**src/rtl/led_scan_sequencer_if.sv**
```systemverilog
// Framebuffer read port and LED driver front end.
// Master side is the scan sequencer.
interface led_scan_sequencer_if #(
  parameter int COLS = 8,
  parameter int ROWS = 8
);
  localparam int RW = $clog2(ROWS);

  logic            rd_en;
  logic [RW-1:0]   rd_addr;
  logic [COLS-1:0] rd_data;
  logic            din;
  logic            dclk;
  logic            strobe;
  logic            blank;
  logic [RW-1:0]   row_sel;

  modport master (
    output rd_en,
    output rd_addr,
    input  rd_data,
    output din,
    output dclk,
    output strobe,
    output blank,
    output row_sel
  );

  modport slave (
    input  rd_en,
    input  rd_addr,
    output rd_data,
    input  din,
    input  dclk,
    input  strobe,
    input  blank,
    input  row_sel
  );
endinterface

```
**src/rtl/led_scan_sequencer.sv**
```systemverilog
// LED matrix row-scan sequencer: fetch, shift, latch, blank.
// Optional frame counter enabled by macro FRAME_COUNT_EN.
module led_scan_sequencer #(
  parameter int COLS     = 8,
  parameter int ROWS     = 8,
  parameter int DCLK_DIV = 1
) (
  input  logic       clk,
  input  logic       rst,
  input  logic       enable,
  input  logic [4:0] blank_time,
  led_scan_sequencer_if.master bus,
  output logic       busy,
  output logic       frame_done,
  output logic [7:0] frame_count
);
  localparam int RW = $clog2(ROWS);
  localparam int BW = $clog2(COLS + 1);
  localparam int DW = $clog2(2 * DCLK_DIV + 1);

  localparam logic [RW-1:0] LAST_ROW = RW'(ROWS - 1);
  localparam logic [BW-1:0] LAST_BIT = BW'(COLS - 1);
  localparam logic [DW-1:0] HI_START = DW'(DCLK_DIV - 1);
  localparam logic [DW-1:0] LAST_HI  = DW'(2 * DCLK_DIV - 1);

  typedef enum logic [2:0] {
    S_IDLE,
    S_FETCH,
    S_LOAD,
    S_SHIFT,
    S_LATCH,
    S_BLANK
  } state_t;

  state_t          r_state, w_state;
  logic [RW-1:0]   r_row, w_row;
  logic [COLS-1:0] r_shreg, w_shreg;
  logic [BW-1:0]   r_bit, w_bit;
  logic [DW-1:0]   r_div, w_div;
  logic [4:0]      r_bt, w_bt;
  logic [4:0]      r_bcnt, w_bcnt;

  logic            r_rd_en, w_rd_en;
  logic [RW-1:0]   r_rd_addr, w_rd_addr;
  logic            r_din, w_din;
  logic            r_dclk, w_dclk;
  logic            r_strobe, w_strobe;
  logic            r_blank, w_blank;
  logic [RW-1:0]   r_row_sel, w_row_sel;
  logic            r_busy, w_busy;
  logic            r_frame_done, w_frame_done;
  logic            w_row_end;

  always_comb begin
    w_state      = r_state;
    w_row        = r_row;
    w_shreg      = r_shreg;
    w_bit        = r_bit;
    w_div        = r_div;
    w_bt         = r_bt;
    w_bcnt       = r_bcnt;
    w_rd_en      = 1'b0;
    w_rd_addr    = r_rd_addr;
    w_din        = r_din;
    w_dclk       = r_dclk;
    w_strobe     = 1'b0;
    w_blank      = r_blank;
    w_row_sel    = r_row_sel;
    w_frame_done = 1'b0;
    w_row_end    = 1'b0;

    unique case (r_state)
      S_IDLE: begin
        w_blank = 1'b1;
        w_dclk  = 1'b0;
        if (enable) begin
          w_state   = S_FETCH;
          w_row     = '0;
          w_rd_en   = 1'b1;
          w_rd_addr = '0;
        end
      end
      S_FETCH: begin
        w_state = S_LOAD;
      end
      S_LOAD: begin
        w_shreg = bus.rd_data;
        w_bit   = '0;
        w_div   = '0;
        w_din   = bus.rd_data[COLS-1];
        w_state = S_SHIFT;
      end
      S_SHIFT: begin
        w_div = r_div + 1'b1;
        if (r_div == HI_START) begin
          w_dclk = 1'b1;
        end
        if (r_div == LAST_HI) begin
          w_dclk = 1'b0;
          w_div  = '0;
          w_bit  = r_bit + 1'b1;
          if (r_bit == LAST_BIT) begin
            w_state  = S_LATCH;
            w_strobe = 1'b1;
            w_blank  = 1'b1;
          end else begin
            w_shreg = r_shreg << 1;
            w_din   = r_shreg[COLS-2];
          end
        end
      end
      S_LATCH: begin
        w_row_sel = r_row;
        w_bt      = blank_time;
        w_bcnt    = '0;
        if (blank_time == 5'd0) begin
          w_row_end = 1'b1;
        end else begin
          w_state = S_BLANK;
        end
      end
      S_BLANK: begin
        w_bcnt = r_bcnt + 1'b1;
        if (r_bcnt == r_bt - 5'd1) begin
          w_row_end = 1'b1;
        end
      end
      default: begin
        w_state = S_IDLE;
      end
    endcase

    // Row end: light the latched row, advance, then rerun or park.
    if (w_row_end) begin
      w_frame_done = (r_row == LAST_ROW);
      w_row        = (r_row == LAST_ROW) ? '0 : r_row + 1'b1;
      if (enable) begin
        w_state   = S_FETCH;
        w_rd_en   = 1'b1;
        w_rd_addr = w_row;
        w_blank   = 1'b0;
      end else begin
        w_state = S_IDLE;
        w_blank = 1'b1;
      end
    end

    w_busy = (w_state != S_IDLE);
  end

  always_ff @(posedge clk) begin
    if (rst) begin
      r_state      <= S_IDLE;
      r_row        <= '0;
      r_shreg      <= '0;
      r_bit        <= '0;
      r_div        <= '0;
      r_bt         <= '0;
      r_bcnt       <= '0;
      r_rd_en      <= 1'b0;
      r_rd_addr    <= '0;
      r_din        <= 1'b0;
      r_dclk       <= 1'b0;
      r_strobe     <= 1'b0;
      r_blank      <= 1'b1;
      r_row_sel    <= '0;
      r_busy       <= 1'b0;
      r_frame_done <= 1'b0;
    end else begin
      r_state      <= w_state;
      r_row        <= w_row;
      r_shreg      <= w_shreg;
      r_bit        <= w_bit;
      r_div        <= w_div;
      r_bt         <= w_bt;
      r_bcnt       <= w_bcnt;
      r_rd_en      <= w_rd_en;
      r_rd_addr    <= w_rd_addr;
      r_din        <= w_din;
      r_dclk       <= w_dclk;
      r_strobe     <= w_strobe;
      r_blank      <= w_blank;
      r_row_sel    <= w_row_sel;
      r_busy       <= w_busy;
      r_frame_done <= w_frame_done;
    end
  end

`ifdef FRAME_COUNT_EN
  logic [7:0] r_frame_count;

  always_ff @(posedge clk) begin
    if (rst) begin
      r_frame_count <= 8'h00;
    end else if (w_frame_done) begin
      r_frame_count <= r_frame_count + 8'd1;
    end
  end

  assign frame_count = r_frame_count;
`else
  assign frame_count = 8'h00;
`endif

  assign bus.rd_en   = r_rd_en;
  assign bus.rd_addr = r_rd_addr;
  assign bus.din     = r_din;
  assign bus.dclk    = r_dclk;
  assign bus.strobe  = r_strobe;
  assign bus.blank   = r_blank;
  assign bus.row_sel = r_row_sel;
  assign busy        = r_busy;
  assign frame_done  = r_frame_done;
endmodule
```
**src/flat_wrapper.sv**
```systemverilog
// flat-port wrapper written by rule: the top's interface ports become plain ports
module led_scan_sequencer_flat 
#(
  parameter int COLS     = 8,
  parameter int ROWS     = 8,
  parameter int DCLK_DIV = 1
)
  (clk, rst, enable, blank_time, busy, frame_done, frame_count, bus_rd_en, bus_rd_addr, bus_rd_data, bus_din, bus_dclk, bus_strobe, bus_blank, bus_row_sel);
  led_scan_sequencer_if #(.COLS(COLS), .ROWS(ROWS)) bus_i ();
  input  logic clk;
  input  logic rst;
  input  logic enable;
  input  logic [4:0] blank_time;
  output logic busy;
  output logic frame_done;
  output logic [7:0] frame_count;
  output wire logic [$bits(bus_i.rd_en)-1:0] bus_rd_en;
  output wire logic [$bits(bus_i.rd_addr)-1:0] bus_rd_addr;
  input wire logic [$bits(bus_i.rd_data)-1:0] bus_rd_data;
  output wire logic [$bits(bus_i.din)-1:0] bus_din;
  output wire logic [$bits(bus_i.dclk)-1:0] bus_dclk;
  output wire logic [$bits(bus_i.strobe)-1:0] bus_strobe;
  output wire logic [$bits(bus_i.blank)-1:0] bus_blank;
  output wire logic [$bits(bus_i.row_sel)-1:0] bus_row_sel;
  assign bus_rd_en = bus_i.rd_en;
  assign bus_rd_addr = bus_i.rd_addr;
  assign bus_i.rd_data = bus_rd_data;
  assign bus_din = bus_i.din;
  assign bus_dclk = bus_i.dclk;
  assign bus_strobe = bus_i.strobe;
  assign bus_blank = bus_i.blank;
  assign bus_row_sel = bus_i.row_sel;
  led_scan_sequencer #(.COLS(COLS), .ROWS(ROWS), .DCLK_DIV(DCLK_DIV)) u_core (.clk(clk), .rst(rst), .enable(enable), .blank_time(blank_time), .bus(bus_i), .busy(busy), .frame_done(frame_done), .frame_count(frame_count));
endmodule
```
**config.mk**
```make
export PLATFORM = sky130hd
export DESIGN_NAME = led_scan_sequencer_flat
export DESIGN_NICKNAME = d
export VERILOG_FILES = /design/src/rtl/led_scan_sequencer_if.sv /design/src/rtl/led_scan_sequencer.sv /design/src/flat_wrapper.sv
export SDC_FILE = /design/constraint.sdc
export NUM_CORES = 1
export LEC_CHECK = 0
export CORE_MARGIN = 2
export CORE_UTILIZATION = 55
export DETAILED_ROUTE_END_ITERATION = 12
export GPL_TIMING_DRIVEN = 0
export HOLD_SLACK_MARGIN = 0.1
export PLACE_DENSITY = 0.83
export SYNTH_ARGS = -nofsm -noshare
export SYNTH_HDL_FRONTEND = slang
export SYNTH_SLANG_ARGS = --single-unit
```
**constraint.sdc**
```tcl
create_clock -name clk -period 5.76 [get_ports clk]
set_input_delay 1.152 -clock clk [delete_from_list [all_inputs] [get_ports clk]]
set_output_delay 1.152 -clock clk [all_outputs]
set_load 0.1 [all_outputs]
```
Yosys cells after proc, flatten, opt, wreduce, memory -nomap -nowiden
Cells that the tools add are included.
{"block": "word_totals", "reg_bits": 42, "elab_cells": 97}
{"block": "op_classes", "n_eq_ne": 14, "reduce_logical": 17, "mux": 42, "n_addsub": 5, "n_bitwise": 3}
{"op": "3-bit 2-to-1 mux", "count": 13}
{"op": "3-bit one-hot mux with 6 select lines", "count": 1}
{"op": "1-bit 2-to-1 mux", "count": 16}
{"op": "7-bit 2-to-1 mux", "count": 2}
{"op": "7-bit one-hot mux with 2 select lines", "count": 1}
{"op": "5-bit one-hot mux with 2 select lines", "count": 1}
{"op": "2-bit nonzero test", "count": 5}
{"op": "3-bit == test (second input constant)", "count": 3}
{"op": "3-bit by 1-bit inequality test with 1-bit output (second input constant)", "count": 3}
{"op": "1-bit one-hot mux with 2 select lines", "count": 4}
{"op": "4-bit one-hot mux with 2 select lines", "count": 1}
{"op": "3-bit by 2-bit == test with 1-bit output (second input constant)", "count": 2}
{"op": "2-bit AND reduction", "count": 3}
{"op": "3-bit AND reduction", "count": 2}
{"op": "3-bit nonzero test", "count": 2}
{"op": "5-bit by 1-bit adder with 5-bit output (second input constant)", "count": 1}
{"op": "5-bit == test", "count": 1}
{"op": "5-bit zero test", "count": 1}
{"op": "5-bit by 1-bit subtractor with 5-bit output (second input constant)", "count": 1}
{"op": "4-bit by 1-bit adder with 4-bit output (second input constant)", "count": 1}
{"op": "4-bit by 3-bit == test with 1-bit output (second input constant)", "count": 1}
{"op": "4-bit 2-to-1 mux", "count": 1}
{"op": "2-bit one-hot mux with 2 select lines", "count": 1}
{"op": "3-bit by 1-bit adder with 3-bit output (second input constant)", "count": 1}
{"op": "other kinds (11)", "count": 13}

Longest topological paths before layout
{"block": "logic_depth", "word_depth": 6, "ltp_mapped": 7}

Least setup slack after synthesis
OpenSTA, ideal clock, no wires.
{"block": "synth_timing", "kind": "input to register", "from": "input port blank_time[3]", "to": "register u_core.r_busy (netlist: u_core.busy)", "setup_ns": 0.120, "path_slack_ns": 3.097, "stages": 5, "required_time_ns": 5.640, "arrival_ns": 2.543, "n_path_buf": 1, "cell_sequence": "or4_4 -> or3_1 -> buf_2 -> a31o_1 -> a211o_1"}
{"block": "synth_between", "elab_chain_len": 5, "word_cells_on_any_way": 7, "classes_between": "mux: 5; reduce/logical: 2"}
{"element": "start, declared", "line": "flat_wrapper.sv:13", "text": "input logic [4:0] blank_time;"}
{"element": "5-bit zero test (*)", "line": "led_scan_sequencer.sv:116", "text": "if (blank_time == 5'd0) begin"}
{"element": "3-bit 2-to-1 mux / 1-bit 2-to-1 mux (equally long branches)", "line": "led_scan_sequencer.sv:116"}
{"element": "3-bit one-hot mux with 6 select lines / 1-bit one-hot mux with 2 select lines (equally long branches)", "line": "led_scan_sequencer.sv:72", "text": "unique case (r_state)"}
{"element": "3-bit 2-to-1 mux (*)", "line": "led_scan_sequencer.sv:134", "text": "if (w_row_end) begin"}
{"element": "3-bit nonzero test (*)", "line": "led_scan_sequencer.sv:148", "text": "w_busy = (w_state != S_IDLE);"}
{"element": "end signal, assigned", "line": "led_scan_sequencer.sv:184", "text": "r_busy <= w_busy;"}
{"element": "end, declared", "line": "led_scan_sequencer.sv:50", "text": "logic r_busy, w_busy;"}
Mark *: on every way between the ends. The rest lies on a longest branch, timed or not.
A chain may end at the register's enable or synchronous reset.

Worst setup path in the final report
{"block": "layout_timing", "from": "register u_core.r_dclk (netlist: u_core.bus.dclk)", "to": "output port bus_dclk"}
{"element": "start, declared", "line": "led_scan_sequencer.sv:46", "text": "logic r_dclk, w_dclk;"}
{"element": "start signal, assigned", "line": "led_scan_sequencer.sv:180", "text": "r_dclk <= w_dclk;"}
{"element": "end, declared", "line": "flat_wrapper.sv:21", "text": "output wire logic [$bits(bus_i.dclk)-1:0] bus_dclk;"}
No word-level cell between the ends.

==> metrics.yaml <==
cts:
  htreeDepth: 2
  path_clk_slew_ns: 0.08
  post_cts_buffers: 0
  numCtsBuffers: 5
  cts_root_buf: "clkbuf_8"
  ctsHoldBuffers: 0
  clock-sinks: 42
  cts_buffer_depth: 2
  clock_latency_ns: 0.30
  ctsResizeCount: 0
  cts_tree: "done"
grt:
  grt_pass1_vias: 1642
  grt_usage: 0.222
  grt-ovfl-total: 0
  grt_util_met1: 0.268
  grt-busiest-layer: "met2"
  antenna_found_initial: 0
  gr-usage-met3: 0.0556
  grt_max_degree: 15
  grtUsageMet2: 0.376
  grt_pass1_wl_mm: 7.27
timing:
  layout_min_cycle_time_ns: 2.94
  tightest_slew_ns: 0.963
  rsz0062_at_grt: "false"
  finalSetupViolations: 0
  clock.fmax_mhz: 341
  hold_viol: 0
  finalCritPeriodShare: 0.510
  fin_setup_tns_ns: 0
  fin_worst_skew_ns: 0.00888
  slew_headroom: 0.356
  slew_violations: 0
drt:
  drtAntennaViolNets: 0
  viasPerCell: 5.55
  drt-total-wl_mm: 4.16
  first_pass_iters: 4
  dr.first_iter.drc_count: 110
  wl_per_cell_um: 12.8
  vias: 1810
  drc: 0
place:
  place_hpwl_mm: 3.04
  port_buffers: 28
  gp_congestion: 0.827
outcome:
  status: "complete, no violations"
logic_synthesis:
  synth_cells: 235
  yosysSeqAreaShare: 0.416
  async_flop_share: 0
  synthFlopType: "dfxtp_1"
  yosys.area.top_type: "dfxtp_1"
  syn_area_sq_um: 2020
  synth_area_per_cell_sq_um: 8.61
  synth_area_leaders: "dfxtp_1 (42%), nand2_1 (4.6%), a21oi_1 (4.2%)"
  ys_ff_latch: 42
  synth_top_area_share: 0.416
  yosysWarnings: 0
  synthDistinctLibCells: 51
  synth_edf_count: 0
worst_setup_path:
  worstSetupPathType: "register to output port"
  critPathMaxStageDelay_ns: 1.14
  crit_chain: "clkdlybuf4s50_1"
  r2r-start: "u_core.r_bt[0]"
  path_buf_inv: 1
  cp_max_fo: 3
  r2r_end: "u_core.busy"
  worstPathArrival_ns: 1.78
  crit_slowest_cell: "clkdlybuf4s50_1"
  cp-end-kind: "output port"
  r2r_setup_slack_ns: 3.51
  crit_family: "buffers and inverters"
  cp.required_ns: 4.61
  startpoint_type: "register"
  rr_worst_depth: 7
cells_and_area:
  final_common_cell: "dfxtp_1"
  final_cell_mix: "dfxtp_1 (42), clkdlybuf4s50_1 (28), nand2_1 (25)"
  antenna_cells: 0
  layout-drive-gt1-share: 0.0935
  nets: 298
  syn_to_final_growth_pct: 22.6
power_and_ir_drop:
  p_total_mw: 0.596
  power.leakage_nw: 1.01
  max-vdd-ir-drop_uv: 138
  p_per_area_nw_per_um2: 240
die:
  die-width_um: 64.7
  die_area_sq_um: 4180
  start_util: 0.561
  rows: 22
  core_area_sq_um: 3610
  io_pins: 37
  die_h_um: 64.7
hold_path:
  hold_start: "u_core.bus.row_sel[0]"
  holdPathEnd: "u_core.bus.row_sel[0]"
  whs_path_depth: 2
  hold_path.class: "register to register"
run:
  max_cap_violations: 0
metrics by stage:
stage	util	instance area [sq um]	cells	setup WS [ns]	hold WS, ns
after global placement	0.663	2390	318	2.58	0.443
final	0.688	2480	326	2.82	0.458
after CTS	0.688	2480	326	2.81	0.460
after detailed placement	0.663	2390	318	2.56	0.449
after floorplan	-	2050	242	3.10	0.442
after global routing	0.688	2480	326	2.72	0.486
flip-flops by register name, summed over array words and instances (netlist names), 2 cells and up:
register / cells
u_core.r_div: 2
u_core.r_bit: 4
u_core.bus.rd_addr: 3
u_core.r_state: 3
u_core.bus.row_sel: 3
u_core.r_row: 3
u_core.r_bcnt: 5
u_core.r_shreg: 7
u_core.r_bt: 5
worst min-delay path, cell delays in order (launching register included):
cell and delay, ns:
dfxtp_1 0.31, nand2_1 0.05, a21oi_1 0.05
cell families (layout without fill, tap and decap cells):
| group | count (synthesis) | after routing | synth area share |
|---|---|---|---|
| AOI/OAI and AO/OA | 50 | 50 | 0.173 |
| xor gates and xnor gates | 8 | 8 | 0.0346 |
| adders and majority gates | 5 | 5 | 0.0309 |
| buffers and inverters | 26 | 62 | 0.0662 |
| DFF | 42 | 42 | 0.416 |
| muxes | 8 | 8 | 0.0408 |
| other | 1 | 8 | 0.00185 |
| and+or+nand+nor | 95 | 95 | 0.237 |
layer usage:
metal | up-vias | routed length [um]
met5 | - | 0
met4 | 0 | 106
met3 | 11 | 197
met2 | 44 | 2010
met1 | 840 | 1850
li1 | 915 | -
layout make-up:
cell class / instances / area [sq um]
inverters: 6 / 22.5
repair buffers: 28 / 280
well taps: 48 / 60.1
plain buffers: 20 / 111
fillers: 304 / 1130
clock buffers: 5 / 68.8
clock inverters: 3 / 21.3
multi-input cells: 174 / 1070
flip-flops and latches: 42 / 841
worst max path at each step:
stage	depth (start not counted)	from	endpoint	slack [ns]
after global routing	5	blank_time[3]	u_core.bus.rd_addr[0]	2.72
after detailed placement	6	blank_time[3]	u_core.busy	2.56
after global placement	6	blank_time[4]	u_core.busy	2.58
after floorplan	5	blank_time[3]	u_core.busy	3.10
final	1	u_core.bus.dclk	bus_dclk	2.82
after CTS	1	u_core.bus.dclk	bus_dclk	2.81
synthesized netlist by cell type, types with 6 or more instances:
cell      number
a21oi_1       17
a311oi_1       7
buf_4          8
clkbuf_1       6
dfxtp_1       42
inv_1          6
mux2i_1        6
nand2_1       25
nand3_1        8
nand4_1        6
nor2_1        22
nor3_1         7
o21ai_0        6
xor2_1         6
power by group:
group / total, mW / internal, mW / switching, mW
Clock: 0.192 / 0.0852 / 0.107
Sequential: 0.303 / 0.298 / 0.00440
Combinational: 0.102 / 0.0310 / 0.0706
(Power assumes the default switching activity.)
